[src/rtl/decode_issue_ctrl.sv]
// Fetch-to-Decode issue controller: in-order instruction queue, one issue per cycle,
// issue hold while a branch is outstanding, and queue clear on mispredict or flush.
module decode_issue_ctrl #(
  parameter int ADDR_WIDTH  = 32,
  parameter int INSN_WIDTH  = 32,
  parameter int QUEUE_DEPTH = 4
) (
  input  logic                  clk,
  input  logic                  rst,
  input  logic                  fetch_valid,
  output logic                  fetch_ready,
  input  logic [ADDR_WIDTH-3:0] fetch_addr,
  input  logic [INSN_WIDTH-1:0] fetch_insn,
  output logic                  dec_valid,
  output logic [ADDR_WIDTH-3:0] dec_addr,
  output logic [INSN_WIDTH-1:0] dec_insn,
  input  logic                  dec_stall,
  input  logic                  br_resolve_valid,
  input  logic                  br_redirect,
  input  logic [ADDR_WIDTH-3:0] br_target,
  input  logic                  flush,
  output logic                  fetch_redirect_valid,
  output logic [ADDR_WIDTH-3:0] fetch_redirect_addr,
  output logic                  busy_br_wait
);

  localparam int PTR_W = (QUEUE_DEPTH > 1) ? $clog2(QUEUE_DEPTH) : 1;
  localparam int CNT_W = PTR_W + 1;
  localparam logic [CNT_W-1:0] FULL_CNT = CNT_W'(QUEUE_DEPTH);

  typedef enum logic {
    RUN     = 1'b0,
    BR_WAIT = 1'b1
  } state_t;

  state_t state, state_nxt;

  logic [ADDR_WIDTH-3:0] addr_q [QUEUE_DEPTH];
  logic [INSN_WIDTH-1:0] insn_q [QUEUE_DEPTH];
  logic [PTR_W-1:0]      rd_ptr, wr_ptr;
  logic [CNT_W-1:0]      count;

  logic mispredict;
  logic redirect_take;
  logic clear;
  logic push;
  logic pop;
  logic head_branch;

  // Same predicate as InsnDecodePkg::insn_is_branch: conditional branches, JAL and JALR
  // are all identified by the major opcode in the low 7 bits.
  function automatic logic insn_is_branch(input logic [6:0] opcode);
    return (opcode == 7'b1100011) || (opcode == 7'b1101111) || (opcode == 7'b1100111);
  endfunction

  assign mispredict    = br_resolve_valid && br_redirect;
  assign fetch_ready   = (count != FULL_CNT) && !flush && !mispredict;
  assign push          = fetch_valid && fetch_ready;
  assign pop           = (state == RUN) && (count != '0) && !dec_stall && !flush;
  assign head_branch   = insn_is_branch(insn_q[rd_ptr][6:0]);
  // A resolve outside BR_WAIT is ignored, so only a waiting branch can redirect.
  assign redirect_take = (state == BR_WAIT) && mispredict;
  assign clear         = flush || redirect_take;
  assign busy_br_wait  = (state == BR_WAIT);

  always_ff @(posedge clk) begin
    if (rst) state <= RUN;
    else     state <= state_nxt;
  end

  always_comb begin
    state_nxt = state;
    case (state)
      RUN:     if (pop && head_branch) state_nxt = BR_WAIT;
      BR_WAIT: if (br_resolve_valid)   state_nxt = RUN;
      default: state_nxt = RUN;
    endcase
    if (flush) state_nxt = RUN;
  end

  always_ff @(posedge clk) begin
    if (rst || clear) begin
      rd_ptr <= '0;
      wr_ptr <= '0;
      count  <= '0;
    end else begin
      if (push) wr_ptr <= wr_ptr + PTR_W'(1);
      if (pop)  rd_ptr <= rd_ptr + PTR_W'(1);
      case ({push, pop})
        2'b10:   count <= count + CNT_W'(1);
        2'b01:   count <= count - CNT_W'(1);
        default: count <= count;
      endcase
    end
  end

  // Storage needs no reset: the pointers and count define which entries are live.
  always_ff @(posedge clk) begin
    if (push) begin
      addr_q[wr_ptr] <= fetch_addr;
      insn_q[wr_ptr] <= fetch_insn;
    end
  end

  always_ff @(posedge clk) begin
    if (rst) begin
      dec_valid <= 1'b0;
      dec_addr  <= '0;
      dec_insn  <= '0;
    end else if (pop) begin
      dec_valid <= 1'b1;
      dec_addr  <= addr_q[rd_ptr];
      dec_insn  <= insn_q[rd_ptr];
    end else begin
      dec_valid <= 1'b0;
    end
  end

  always_ff @(posedge clk) begin
    if (rst) begin
      fetch_redirect_valid <= 1'b0;
      fetch_redirect_addr  <= '0;
    end else begin
      fetch_redirect_valid <= redirect_take;
      if (redirect_take) fetch_redirect_addr <= br_target;
    end
  end

  a_resolve_only_in_br_wait: assert property (
    @(posedge clk) disable iff (rst) br_resolve_valid |-> (state == BR_WAIT)
  ) else $error("br_resolve_valid asserted with no branch outstanding");

  a_count_in_range: assert property (
    @(posedge clk) disable iff (rst) count <= FULL_CNT
  ) else $error("queue count out of range");

endmodule

[config.mk]
export PLATFORM = sky130hd
export DESIGN_NAME = decode_issue_ctrl
export DESIGN_NICKNAME = d
export VERILOG_FILES = /design/src/rtl/decode_issue_ctrl.sv
export SDC_FILE = /design/constraint.sdc
export NUM_CORES = 1
export LEC_CHECK = 0
export BUFFER_PORTS_ARGS = -buffer_cell sky130_fd_sc_hd__clkbuf_2
export CAP_MARGIN = 40
export CORE_AREA = 3 3 164 166
export CTS_BUF_LIST = sky130_fd_sc_hd__clkbuf_8
export CTS_CLUSTER_SIZE = 16
export DETAILED_ROUTE_END_ITERATION = 10
export DIE_AREA = 0 0 167 169
export PLACE_DENSITY_LB_ADDON = 0.1
export SETUP_SLACK_MARGIN = 0.4
export SLEW_MARGIN = 20
export SYNTH_ARGS = -nofsm -noshare
export SYNTH_HDL_FRONTEND = slang
export SYNTH_SLANG_ARGS = --single-unit
[constraint.sdc]
create_clock -name clk -period 2.8 [get_ports clk]
set_input_delay 0.28 -clock clk [delete_from_list [all_inputs] [get_ports clk]]
set_output_delay 0.28 -clock clk [all_outputs]
set_load 0.01 [all_outputs]
## Yosys cells after proc, flatten, opt, wreduce, memory -nomap -nowiden

Memories as Yosys holds them, arrays and structs flattened. A register that Yosys moved wholly into a read port is not among the register bits.
Cells that the tools add are included.

| storage, ports and cells | value |
|---|---|
| flip-flop bits (word level) | 72 |
| RAM bits | 248 |
| bits of input ports | 99 |
| output and inout port bits | 96 |
| word-level logic and storage cells | 49 |
| memories kept | 2 |

Memories:

| memory | depth | bits a word | rd ports | clocked after Yosys merged registers in | wr ports | line | RTL |
|---|---|---|---|---|---|---|---|
| insn_q | 4 | 32 | 1 | 1 | 1 | 39 | `logic [INSN_WIDTH-1:0] insn_q [QUEUE_DEPTH];` |
| addr_q | 4 | 30 | 1 | 1 | 1 | 38 | `logic [ADDR_WIDTH-3:0] addr_q [QUEUE_DEPTH];` |

| operators by class | value |
|---|---|
| add/subtract/negate cells | 4 |
| equality and inequality tests | 6 |
| mux-type cells | 9 |
| bitwise gates (word level) | 1 |
| reduce and logical (&&, ||, !) cells | 19 |

Operators by type and width:

| cell | number |
|---|---|
| $eq A7 B7 Y1 const B | 3 |
| $logic_and A1 B1 Y1 | 9 |
| $pmux W3 S2 | 1 |
| $mux W1 | 5 |
| $add A2 B1 Y2 const B | 2 |
| $logic_or A1 B1 Y1 | 4 |
| $mux W2 | 2 |
| $add A3 B1 Y3 const B | 1 |
| $logic_not A1 Y1 | 3 |
| $ne A3 B3 Y1 const B | 1 |
| $reduce_bool A3 Y1 | 1 |
| $sub A3 B1 Y3 const B | 1 |
| $eq A2 B1 Y1 const B | 1 |
| $eq A2 B2 Y1 const B | 1 |
| $pmux W1 S2 | 1 |
| $reduce_bool A2 Y1 | 1 |
| $reduce_or A2 Y1 | 1 |
| $not A1 Y1 | 1 |

## Depth between registers and ports, before layout

Gate-level depths: netlist of the first run.

| logic depth | value |
|---|---|
| depth after elaboration | 7 |
| gate-level depth with buffers | 11 |
| gate-level depth less buffers | 9 |

## Worst setup path before layout of the first run

No wires, ideal clock.

| path | value |
|---|---|
| kind | input-to-reg |
| from | input port br_resolve_valid |
| to | memory addr_q[0][0] (netlist name) (enable) |
| library setup time | 0.427 ns |
| arrival time | 2.239 ns |
| data required time | 2.373 ns |
| slack | 0.135 ns |
| stages | 3 |
| buffers on the path | 0 |
| path through | a21oi_1 o311a_1 and2_1 |

| on the way | value |
|---|---|
| word-level cells in the longest chain between the ends | 6 |

Ends and longest elaborated chain:

| element | line | RTL |
|---|---|---|
| from (decl) | 18 | `input logic br_resolve_valid,` |
| $logic_and A1 B1 Y1 | 56 | `assign mispredict = br_resolve_valid && br_redirect;` |
| $logic_not A1 Y1 | 57 | `assign fetch_ready = (count != FULL_CNT) && !flush && !mispredict;` |
| $logic_and A1 B1 Y1 | 57 |  |
| $logic_and A1 B1 Y1 | 58 | `assign push = fetch_valid && fetch_ready;` |
| $mux W1 | 99 | `if (push) begin` |
| $mux W1 (implied by the code) | 100 | `addr_q[wr_ptr] <= fetch_addr;` |
| to (decl) | 38 |  |

Every way passes these cells.

## Worst setup path after layout of the first run

| path | value |
|---|---|
| from | register state (netlist: busy_br_wait) |
| to | register count[2] |

| on the way | value |
|---|---|
| word-level cells in the longest chain between the ends | 6 |
| elaborated cells between the ends (all ways) | 11 |
| those cells by class | 2 x eq/ne; 1 x mux; 1 x bitwise; 7 x reduce/logical |

Ends and longest elaborated chain:

| element | line | RTL |
|---|---|---|
| from (decl) | 36 | `state_t state, state_nxt;` |
| from (signal assigned) | 68 | `else state <= state_nxt;` |
| $not A1 Y1 | -- |  |
| $logic_and A1 B1 Y1 (3 in series) | 59 | `assign pop = (state == RUN) && (count != '0) && !dec_stall && !flush;` |
| $eq A2 B1 Y1 / $eq A2 B2 Y1 (equally long branches) | 89 | `case ({push, pop})` |
| $pmux W3 S2 / $reduce_bool A2 Y1 (equally long branches) | -- |  |
| to (signal assigned) | 90 | `2'b10: count <= count + CNT_W'(1);` |
| to (signal assigned) | 91 | `2'b01: count <= count - CNT_W'(1);` |
| to (signal assigned) | 92 | `default: count <= count;` |
| to (decl) | 41 | `logic [CNT_W-1:0] count;` |

Parallel ways exist; a longest one is shown, timed or not.
A chain may end at the register's enable or synchronous reset.

==> results of run 1 <==
==> layer usage <==
layer	GRT usage	part of all wire	up-vias
li1	-	-	3574
met1	0.2495	0.44	3675
met2	0.3079	0.48	238
met3	0.04250	0.063	44
met4	0.04914	0.017	0
met5	0	0	-
==> report_power, final <==
group	switching, W	leakage [nW]	internal, W	total, W
clock	0.00187	0.646	0.00216	0.00402
combinational	0.000184	2.04	0.000201	0.000385
sequential	0.0000163	3.09	0.00563	0.00564
total	0.00207	5.77	0.00799	0.0101
==> worst min-delay path by stage <==
stage	from	endpoint	slack [ns]	depth (start not counted)
3_3_place_gp	fetch_redirect_addr[28]$_SDFFE_PP0P_	fetch_redirect_addr[28]$_SDFFE_PP0P_	0.44	2
4_1_cts	br_resolve_valid	busy_br_wait$_SDFF_PP0_	0.11	3
3_5_place_dp	dec_addr[5]$_SDFFE_PP0P_	dec_addr[5]$_SDFFE_PP0P_	0.45	2
6_report	br_resolve_valid	busy_br_wait$_SDFF_PP0_	0.14	3
2_1_floorplan	flush	dec_valid$_SDFF_PP0_	0.37	1
5_1_grt	br_resolve_valid	busy_br_wait$_SDFF_PP0_	0.13	3
==> layout by cell type (no fill, tap or decap), drive strengths merged, types with 2 or more instances in the layout <==
cell type | synthesis | layout
buf | 21 | 21
dlygate4sd3 | 0 | 93
xnor2 | 3 | 3
nor2 | 9 | 9
dfxtp | 104 | 104
clkinvlp | 0 | 2
a21oi | 96 | 96
nand2 | 185 | 185
inv | 9 | 40
clkinv | 0 | 4
mux4 | 62 | 62
xor2 | 2 | 2
ha | 5 | 5
or3 | 2 | 2
and2 | 4 | 4
nor3 | 2 | 2
edfxtp | 248 | 248
clkbuf | 25 | 257
==> area by class of cell <==
cell class | count | area (µm²)
Inverter | 9 | 33.78
Multi-Input combinational cell | 383 | 2933
Timing Repair Buffer | 307 | 2105
Clock buffer | 64 | 880.8
Tap cell | 335 | 419.2
Sequential cell | 352 | 9534
Fill cell | 1979 | 9682
Clock inverter | 38 | 176.4
==> logic make-up (layout without fill, tap and decap cells) <==
kind of cell	Yosys count	in the layout
buffers and inverters	55	418
muxes	63	63
DFF	352	352
xor gates and xnor gates	5	5
AOI/OAI and AO/OA	100	100
and+or+nand+nor	209	209
adders and majority gates	6	6
==> worst max-delay path: stages, from the launching register on <==
cell      delay (ns)
dfxtp_1         0.36
nor3_1          0.46
nand2b_4        0.08
inv_2           0.07
ha_1            0.17
inv_1           0.06
fa_1            0.37
xor2_1          0.16
or3_1           0.30
a21oi_1         0.14
==> state kept, by name, indices dropped and copies added, names as in the netlist, 2 cells and up, named ones only <==
register and cells:
fetch_redirect_addr 30, dec_insn 32, addr_q 120, wr_ptr 2
dec_addr 30, count 3, insn_q 128, rd_ptr 2
==> repair_timing <==
action / 4_1_cts / 5_1_grt
resized for setup: 0 / 1
hold buffers: 93 / 0
setup endpoints to repair: 0 / 1
endpoints found under the hold margin: 279 / 0
==> through the flow <==
stage | instance area [µm²] | util
2_1_floorplan | 12710 | -
3_3_place_gp | 14080 | 0.5466
3_5_place_dp | 14080 | 0.5466
4_1_cts | 16070 | 0.6238
5_1_grt | 16080 | 0.6242
6_report | 16080 | 0.6242
==> metrics.cfg, run 1 <==
[outcome]
status=completed

[logic_synthesis]
synth_seq_area_share=0.7501
synth_top_area_cell=edfxtp_1
ys_types=35
synth_most_common_cell=edfxtp_1
ys.warnings.count=0
syn-num-nets=895
synth_compound_area_frac=0.04078
synth_edf_count=248
synth_commonest_cells=edfxtp_1, nand2_1, dfxtp_1
yosys.area_share.simple=0.06481
synthesis.area_um2=12700
synth_mux_area_frac=0.1131
synth_xor_area_frac=0.003447
synthTopCellsByArea=edfxtp_1, dfxtp_1, mux4_2, nand2_1, a21oi_1
ys_ff_latch=352
synth_cells=790
synth_adder_area_share=0.006501
synthArstFlopShare=0
synth_top_area_share=0.5862
synth_top_family_by_area=multiplexers
synth-main-ff-cell=edfxtp_1
avgSynthCellArea_um2=16.08

[floorplanning]
die-area_um2=28220
initial_core_util=0.4931
rows=59
core_um2=25760
die_height_um=169
num_io_pins=195
die_w_um=167

[cts]
clkSinkCount=352
clock_latency_ns=0.57
clk_pin_slew_worst_paths_ns=0.06
post-cts-setup-buffers=0
cts-root-buf=clkbuf_8
htree_num_levels=2
cts_tree=done
numCtsBuffers=56
cts_max_path_buffers=3

[global_routing]
overflow=0
grt_max_degree=64
grt_usage=0.1850
grt_pass1_vias=7751
antenna_found_initial=0
grt_pass1_wl_mm=41.60

[sta]
max_clock_freq_mhz=448.8
slew_viol_final=0
rsz0062_at_grt=no
fin_ws_ns=0.5721
setup_viol=0
slew_headroom=0.4782
period_share=0.7957
clock_skew_ns=0.02018
fin_hold_ws_ns=0.1428
layout_min_cycle_time_ns=2.228
final-hold-violation-count=0
setup_tns_ns=0
tightest_slew_ns=0.7827

[setup_path]
crit_required_ns=3.30
arrival_ns=2.73
critical_path.max_fanout=6
worstSetupEndpoint=count[2]$_SDFFE_PP0P_
worstSetupPathType=reg -> reg
regToRegSetupSlack_ns=0.57
startpoint=busy_br_wait$_SDFF_PP0_
startpoint_type=flop
r2r_start=busy_br_wait$_SDFF_PP0_
ff2ff_path_depth=9
end_kind=flop
worstReg2RegEnd=count[2]$_SDFFE_PP0P_

[cells_and_area]
layout-drive-gt1-share=0.3010
diodes=0
final_cells=1488
layout.nets=1214
area_growth_pct=26.59

[placed_design]
routabilityCongestion=0.7515
io_buffers=194
dp.cells=1293
dp_hpwl_mm=15.48
preCtsSetupSlack_ns=0.5307

[power_and_ir_drop]
power_density_nw_per_um2=625.1
power_leakage_nw=5.770
peakVddDrop_uv=360.7
p_total_w=0.01005

[routing]
routed_wirelength_mm=26.32
ant_nets=0
avgViaCountPerCell=5.061
first_iter_violations=421
avgRoutedWirePerCell_um=17.69
vias=7531
drtPass1Iterations=5
drc=0

[job]
cap_violations=0

[worst_hold_path]
hold_path_class=in -> reg

No activity file was read; power rests on OpenSTA's default activity.
==> inputs of run 2 (changes only) <==
==> constraint.sdc (replaced) <==
create_clock -name clk -period 2.3 [get_ports clk]
set_input_delay 0.23 -clock clk [delete_from_list [all_inputs] [get_ports clk]]
set_output_delay 0.23 -clock clk [all_outputs]
set_load 0.01 [all_outputs]
==> run 2 against run 1 <==
Effect of this change: sequential power up 22%; critical path type unchanged; count of clock-buffer cells in the layout up 5; first-iteration DRC count down 1.4%; largest cell class unchanged; register-to-register slack worse by 0.27 ns.
==> metrics.cfg, run 2 (synthesis gave the netlist of run 1 again) <==
[sta]
setup_viol=0  ; unchanged
layout_min_cycle_time_ns=2.001  ; -0.2265 ns
slew_headroom=0.6089  ; +0.1307
period_share=0.8702  ; +0.07452
rsz0062_at_grt=yes
slew_viol_final=0  ; unchanged
tightest_slew_ns=0.5867  ; -0.1960 ns
max_clock_freq_mhz=499.6  ; +11%
clock_skew_ns=0.01300  ; -0.007184 ns
final-hold-violation-count=0  ; unchanged
setup_tns_ns=0  ; unchanged

[global_routing]
grt_pass1_wl_mm=42.21  ; +1.5%
antenna_found_initial=0  ; unchanged
grt_pass1_vias=7774  ; +0.30%
grt_max_degree=70  ; +9.4%
overflow=0  ; unchanged
grt_usage=0.1894  ; +0.004436

[routing]
wl_met3_mm=1.549  ; -5.9%
vias=7527  ; -0.053%
ant_nets=0  ; unchanged
first_iter_violations=415  ; -1.4%
drtPass1Iterations=4  ; -1
avgRoutedWirePerCell_um=17.87  ; +1.0%
avgViaCountPerCell=5.038  ; -0.45%
met2_length_mm=13.03  ; +2.1%
dr.max_layer_used=met4
wl_met1_mm=11.71  ; +2.1%
drc=0  ; unchanged
routed_wirelength_mm=26.70  ; +1.4%

[power_and_ir_drop]
power_density_nw_per_um2=757.9  ; +21%
power_leakage_nw=5.816  ; +0.79%
peakVddDrop_uv=521.4  ; +45%

[setup_path]
startpoint=count[2]$_SDFFE_PP0P_
crit_required_ns=2.78  ; -0.52 ns
critical_path.max_fanout=2  ; -4
regToRegSetupSlack_ns=0.30  ; -0.27 ns
worstReg2RegEnd=count[2]$_SDFFE_PP0P_
worstSetupEndpoint=count[2]$_SDFFE_PP0P_
ff2ff_path_depth=9  ; unchanged
startpoint_type=flop
end_kind=flop
worstSetupPathType=reg -> reg
r2r_start=count[2]$_SDFFE_PP0P_
arrival_ns=2.49  ; -0.24 ns

[floorplanning]
core_um2=25760  ; unchanged
initial_core_util=0.4931  ; unchanged
die-area_um2=28220  ; unchanged
die_w_um=167  ; unchanged
die_height_um=169  ; unchanged
num_io_pins=195  ; unchanged
rows=59  ; unchanged

[cells_and_area]
area_growth_pct=28.17
multiInputGateArea_um2=2972  ; +1.3%
reg.largest.list=insn_q: 128 flops, addr_q: 120 flops, dec_insn: 32 flops
ff_latch_area_um2=9542  ; about the same
nFillCells=1946  ; -1.7%
diodes=0  ; unchanged
final_common_cell=edfxtp_1
final_cells=1494  ; +0.40%
final_cell_area_um2=16280  ; +1.2%
layout.nets=1218  ; +0.33%
layout-drive-gt1-share=0.3201  ; +0.01915
regMostFlops=insn_q
final_cell_mix=edfxtp_1, clkbuf_2, nand2_1, dfxtp_1, a21oi_1
largest_reg_flops=128  ; unchanged

[placed_design]
dp_hpwl_mm=15.78  ; +1.9%
placed_area_um2=14200  ; +0.87%
dp.cells=1293  ; unchanged
io_buffers=194  ; unchanged
routabilityCongestion=0.7387  ; -1.7%

[worst_hold_path]
hold_path_class=in -> reg

[cts]
cts-root-buf=clkbuf_8
clkSinkCount=352  ; unchanged
clock_latency_ns=0.56  ; about the same
cts_tree=done
cts_max_path_buffers=3  ; unchanged
clk_pin_slew_worst_paths_ns=0.06  ; about the same
numCtsBuffers=56  ; unchanged
htree_num_levels=2  ; unchanged

[outcome]
status=completed

[job]
cap_violations=0  ; unchanged

[run 2: cell type report]
cell class,count,area share
flip-flops and latches,352,0.5860
multi-input cells,383,0.1825
repair buffers,311,0.1362
clock buffers,69,0.05833
well taps,335,0.02574
clock inverters,35,0.008837
inverters,9,0.002382
[run 2: layer usage]
layer,vias up,track usage
li1,3588,-
met1,3687,0.2461
met2,219,0.3270
met3,33,0.04461
met4,0,0.04591
met5,-,0
[run 2: how the worst min path moves through the flow]
stage / cells past startpoint / from / slack, ns / end
2_1_floorplan: 1 / flush / 0.32 / dec_valid$_SDFF_PP0_
3_3_place_gp: 2 / fetch_redirect_addr[24]$_SDFFE_PP0P_ / 0.44 / fetch_redirect_addr[24]$_SDFFE_PP0P_
3_5_place_dp: 2 / fetch_redirect_addr[24]$_SDFFE_PP0P_ / 0.45 / fetch_redirect_addr[24]$_SDFFE_PP0P_
4_1_cts: 2 / rst / 0.04 / dec_addr[2]$_SDFFE_PP0P_
5_1_grt: 2 / rst / 0.04 / fetch_redirect_addr[26]$_SDFFE_PP0P_
6_report: 2 / rst / 0.07 / fetch_redirect_addr[29]$_SDFFE_PP0P_
[run 2: what timing repair did]
item | in CTS | in global routing
setup endpoints to repair | 1 | 66
setup buffers | 2 | 2
gates cloned | 0 | 0
resized for setup | 1 | 5
pin swaps | 1 | 0
hold buffers | 93 | 0
hold endpoints to repair | 279 | 0
[run 2: per-stage QoR]
stage | power [W] | setup slack, ns | hold slack, ns | utilization
after global routing | 0.01283 | 0.2319 | 0.04118 | 0.6320
after CTS | 0.01249 | 0.3162 | 0.03571 | 0.6306
final | 0.01234 | 0.2985 | 0.07384 | 0.6320
after global placement | 0.007346 | 0.3177 | 0.4418 | 0.5514
after floorplan | 0.007151 | 0.3367 | 0.3214 | -
after detailed placement | 0.007354 | 0.2723 | 0.4473 | 0.5514
[run 2: report_power, final]
part | internal, W | leakage, nW | switching [W]
clock network | 0.00270 | 0.640 | 0.00230
logic | 0.000252 | 2.09 | 0.000224
registers | 0.00685 | 3.09 | 0.0000208
total | 0.00980 | 5.82 | 0.00254
[run 2: worst max-delay path, stage by stage, from the launching register on]
cell and delay (ns):
dfxtp_2 0.34, inv_2 0.04, o311a_4 0.37, inv_2 0.07
ha_4 0.13, inv_2 0.03, fa_2 0.35, xor2_2 0.16
or3_1 0.31, a21oi_1 0.12
